### src/rtl/decoder_3_8_behavioal.sv
// Registered 3-to-8 decoder with valid qualifier and change-detect pulse.
// Build option: define DECODER_3_8_ACTLOW_EN for active-low Y (idle 8'hFF);
// left undefined, Y is active-high (idle 8'h00). valid/chg are always active-high.
module decoder_3_8_behavioal (
  input  logic       clk,
  input  logic       rst_n,
  input  logic       en,
  input  logic [2:0] D,
  output logic [7:0] Y,
  output logic       valid,
  output logic       chg
);

  localparam int unsigned SEL_W = 3;
  localparam int unsigned OUT_W = 1 << SEL_W;

`ifdef DECODER_3_8_ACTLOW_EN
  localparam logic [OUT_W-1:0] IDLE = '1;
`else
  localparam logic [OUT_W-1:0] IDLE = '0;
`endif

  // Retained record of the most recent enabled capture
  logic [SEL_W-1:0] last_d;
  logic             last_v;

  logic [OUT_W-1:0] y_nxt;
  logic             valid_nxt;
  logic             chg_nxt;
  logic [SEL_W-1:0] last_d_nxt;
  logic             last_v_nxt;

  // One-hot (or one-cold) decode of a select code in the configured polarity
  function automatic logic [OUT_W-1:0] decode(input logic [SEL_W-1:0] sel);
    logic [OUT_W-1:0] hot;
    hot = OUT_W'(1) << sel;
`ifdef DECODER_3_8_ACTLOW_EN
    return ~hot;
`else
    return hot;
`endif
  endfunction

  // Next-state: decode when enabled, otherwise idle while keeping the capture history
  always_comb begin
    y_nxt      = IDLE;
    valid_nxt  = 1'b0;
    chg_nxt    = 1'b0;
    last_d_nxt = last_d;
    last_v_nxt = last_v;
    if (en) begin
      y_nxt      = decode(D);
      valid_nxt  = 1'b1;
      chg_nxt    = !last_v || (D != last_d);
      last_d_nxt = D;
      last_v_nxt = 1'b1;
    end
  end

  // Output and history registers; reset discards the held decode immediately
  always_ff @(posedge clk or negedge rst_n) begin
    if (!rst_n) begin
      Y      <= IDLE;
      valid  <= 1'b0;
      chg    <= 1'b0;
      last_d <= '0;
      last_v <= 1'b0;
    end else begin
      Y      <= y_nxt;
      valid  <= valid_nxt;
      chg    <= chg_nxt;
      last_d <= last_d_nxt;
      last_v <= last_v_nxt;
    end
  end

endmodule

### config.mk
export PLATFORM = sky130hd
export DESIGN_NAME = decoder_3_8_behavioal
export DESIGN_NICKNAME = d
export VERILOG_FILES = /design/src/rtl/decoder_3_8_behavioal.sv
export SDC_FILE = /design/constraint.sdc
export NUM_CORES = 1
export LEC_CHECK = 0
export ABC_CLOCK_PERIOD_IN_PS = 1040
export BUFFER_PORTS_ARGS = -buffer_cell sky130_fd_sc_hd__buf_2
export CAP_MARGIN = 15
export CELL_PAD_IN_SITES_DETAIL_PLACEMENT = 2
export CELL_PAD_IN_SITES_GLOBAL_PLACEMENT = 2
export CORE_MARGIN = 2
export CORE_UTILIZATION = 29
export DETAILED_ROUTE_END_ITERATION = 8
export GPL_TIMING_DRIVEN = 0
export PLACE_DENSITY = 0.74
export SLEW_MARGIN = 30
export SYNTH_ARGS = -nofsm -noshare
export SYNTH_HDL_FRONTEND = slang
export SYNTH_SLANG_ARGS = --single-unit
### constraint.sdc
create_clock -name clk -period 1.04 [get_ports clk]
set_input_delay 0.26 -clock clk [delete_from_list [all_inputs] [get_ports clk]]
set_output_delay 0.26 -clock clk [all_outputs]
set_load 0.02 [all_outputs]
==> metrics <==
outcome=finished with violations; failing checks=negative setup slack; Clock Power Share=a little over a third; Final Max Tran Viols=0; R2R Setup Slk=0.25 ns; Cells after DPL=68; layout cells sized above 1=approximately 39%; port buffer count=15; first-pass GRT wire length=1640 um; Netlist Area Pre-Place=between 400 and 500 um^2; total negative slack=-0.108 ns; final hold viol count=0; CTS sink cnt=14; pin count of the biggest net entering global routing=15; worst slack at placement=0.148 ns; Arrival @ worst endpoint=approximately 0.80 ns; Multi-input gate area=129 um^2; Crit. Startpoint=Y[0]; final cell count without fillers=73; Seq pwr share=52.8%; FF-to-FF End=chg; Routed WL=~1000 um; final setup fails=10; fin crit period=1.06 ns; Gate power share=11.6%; # nets final=64; Vias/cell=about 4.4; hold_ws=~0.19 ns; critical path launch point type=flip-flop; PD cells=1600 nW/um^2; clk slew on worst S/H paths=0.09 ns; # DRC=0; largest buffer count on any clock path=2; Clk Latency, worst-skew pair=approximately 0.28 ns; synthesized net count=43; vias in the first global route=353; Worst EP required=0.78 ns; iteration-0 DRC count of the detailed router=1; Net Sw Frac=23.6%; DIE HEIGHT=45.0 um; I/O pin cnt=16; Post-Syn Area per Cell=13.2 um^2; Largest stage delay, worst path=around 0.4 ns; row count=14; antenna violations before repair=0; GPL Wtd Cong=0.625; total global-route track usage=between 10 and 15%; filler cell count=163; Final Util=roughly 45%; Fmax achieved=around 0.94 GHz; worst vdd ir=between 500 and 600 uV; Worst Setup End Kind=output pin; crit-path leading delay family=flip-flops; fin crit share=102%; CTS buffer count=3; reg-to-reg startpoint=last_d[0]; Seq. cell area=350 um^2; Area growth syn-to-layout=41.9%; flops & latches, synth=14; slowest cell on the critical path=dfrtp_1; htree depth=1; met2 Usage GRT=17.7%; Yosys cell types=12; Worst Setup Path Type=flip-flop to output pin; routed length per placed instance=about 14 um; end of the critical path=Y[0]; drt pass-1 iters=2; R2R cell count=2; Vias=321; worst slew pin tran=0.305 ns; Seq/Total Area, Yosys=72.0%; gr busiest metal=met2; CTS Root Cell=clkbuf_4; ant diodes=0; max_cap viols=0; skew final=0.000253 ns; RSZ-0062 raised after global routing=true; post-synthesis cell count=37; Worst Hold Class=input port to flip-flop; Worst slew margin=79.7%; setup bufs post-CTS=0; CTS tree=yes; M3 GR Usage=3.60%; final setup margin=-0.0212 ns; Post-DRT Antenna Nets=0; Pint=~0.84 mW; hpwl dp=slightly below 700 um; Cell Chain, Critical Path=buf_6; Yosys Warn Count=0; Die Area=2020 um^2; GR Overflow Total=0; critical path depth=1; Initial Utilization=31.6%; Pleak=0.335 nW; die width=approximately 45 um; Worst Path Buf+Inv=1; critical path peak fanout=1; switching power total=0.260 mW; Core Area=~1500 um^2; M1 GR Usage=15.0%
==> metrics by stage <==
stage          area (um^2)  power [mW]
2_1_floorplan          487       0.649
3_3_place_gp           582       0.698
3_5_place_dp           582       0.701
4_1_cts                691        1.11
5_1_grt                691        1.15
6_report               691        1.10
==> state kept, by name (all words and copies together) (netlist names) <==
register / cells
last_d: 3
Y: 8
valid: 1
chg: 1
last_v: 1
==> routing by layer <==
layer / up-vias / part of all wire, %
li1: 158 / -
met2: 11 / 49
met5: - / 0
met1: 152 / 45
met4: 0 / 0
met3: 0 / 5.9
==> power groups by stage <==
stage / Clock, mW / Sequential, mW / Combinational (mW)
6_report: 0.393 / 0.582 / 0.128
5_1_grt: 0.421 / 0.585 / 0.141
4_1_cts: 0.397 / 0.583 / 0.130
3_5_place_dp: 0 / 0.590 / 0.111
3_3_place_gp: 0 / 0.589 / 0.109
2_1_floorplan: 0 / 0.608 / 0.0411
==> how the worst min path moves through the flow <==
stage	from	endpoint	slack, ns	cells past startpoint
CTS	en	valid	0.18	1
global placement	rst_n	Y[3]	0.16	1
detailed placement	rst_n	Y[2]	0.16	1
global route	en	valid	0.18	1
floorplan	rst_n	Y[0]	-0.04	0
finish	en	valid	0.19	1
==> repair_timing <==
item | CTS | global route
endpoints found under the setup margin | 10 | 10
hold buffers | 1 | 0
endpoints found under the hold margin | 14 | 0
resized for setup | 20 | 0
==> cells in the mapped netlist <==
cell	n	area share, %
o21ai_0	1	1.0
or2_2	1	1.3
a41oi_1	1	1.8
xnor2_1	3	5.4
nand2b_1	2	2.6
or2b_1	1	1.5
mux2_2	2	4.6
inv_1	2	1.5
dfrtp_1	14	72
nand2_1	2	1.5
nor3_1	2	2.1
nor2_1	6	4.6
==> cell type report <==
class / instances / share of cell area, %
inverters: 2 / 1.09
well taps: 16 / 2.90
multi-input cells: 21 / 18.7
repair buffers: 16 / 21.4
clock buffers: 4 / 5.25
flip-flops and latches: 14 / 50.7
==> logic make-up (layout without fill, tap and decap cells) <==
kind of cell,after synthesis,in the layout,share of synthesized area (%)
multiplexers,2,2,4.63
flip-flops,14,14,72.0
AO/OA/AOI/OAI,2,2,2.83
XOR/XNOR,3,3,5.40
AND/OR/NAND/NOR,14,14,13.6
buffers and inverters,2,22,1.54
==> placed cells by master (no fill, tap or decap) <==
master / instances
xnor2_1: 3
nor3_1: 2
a41oi_1: 1
buf_2: 5
dlygate4sd3_1: 1
o21ai_0: 1
inv_1: 2
or2b_1: 1
nor2_1: 6
nand2b_1: 2
clkbuf_8: 1
or2_2: 1
nand2_1: 2
dfrtp_1: 14
clkbuf_4: 3
buf_6: 10
mux2_2: 2
Note: power is estimated with default switching activity, not from simulation.
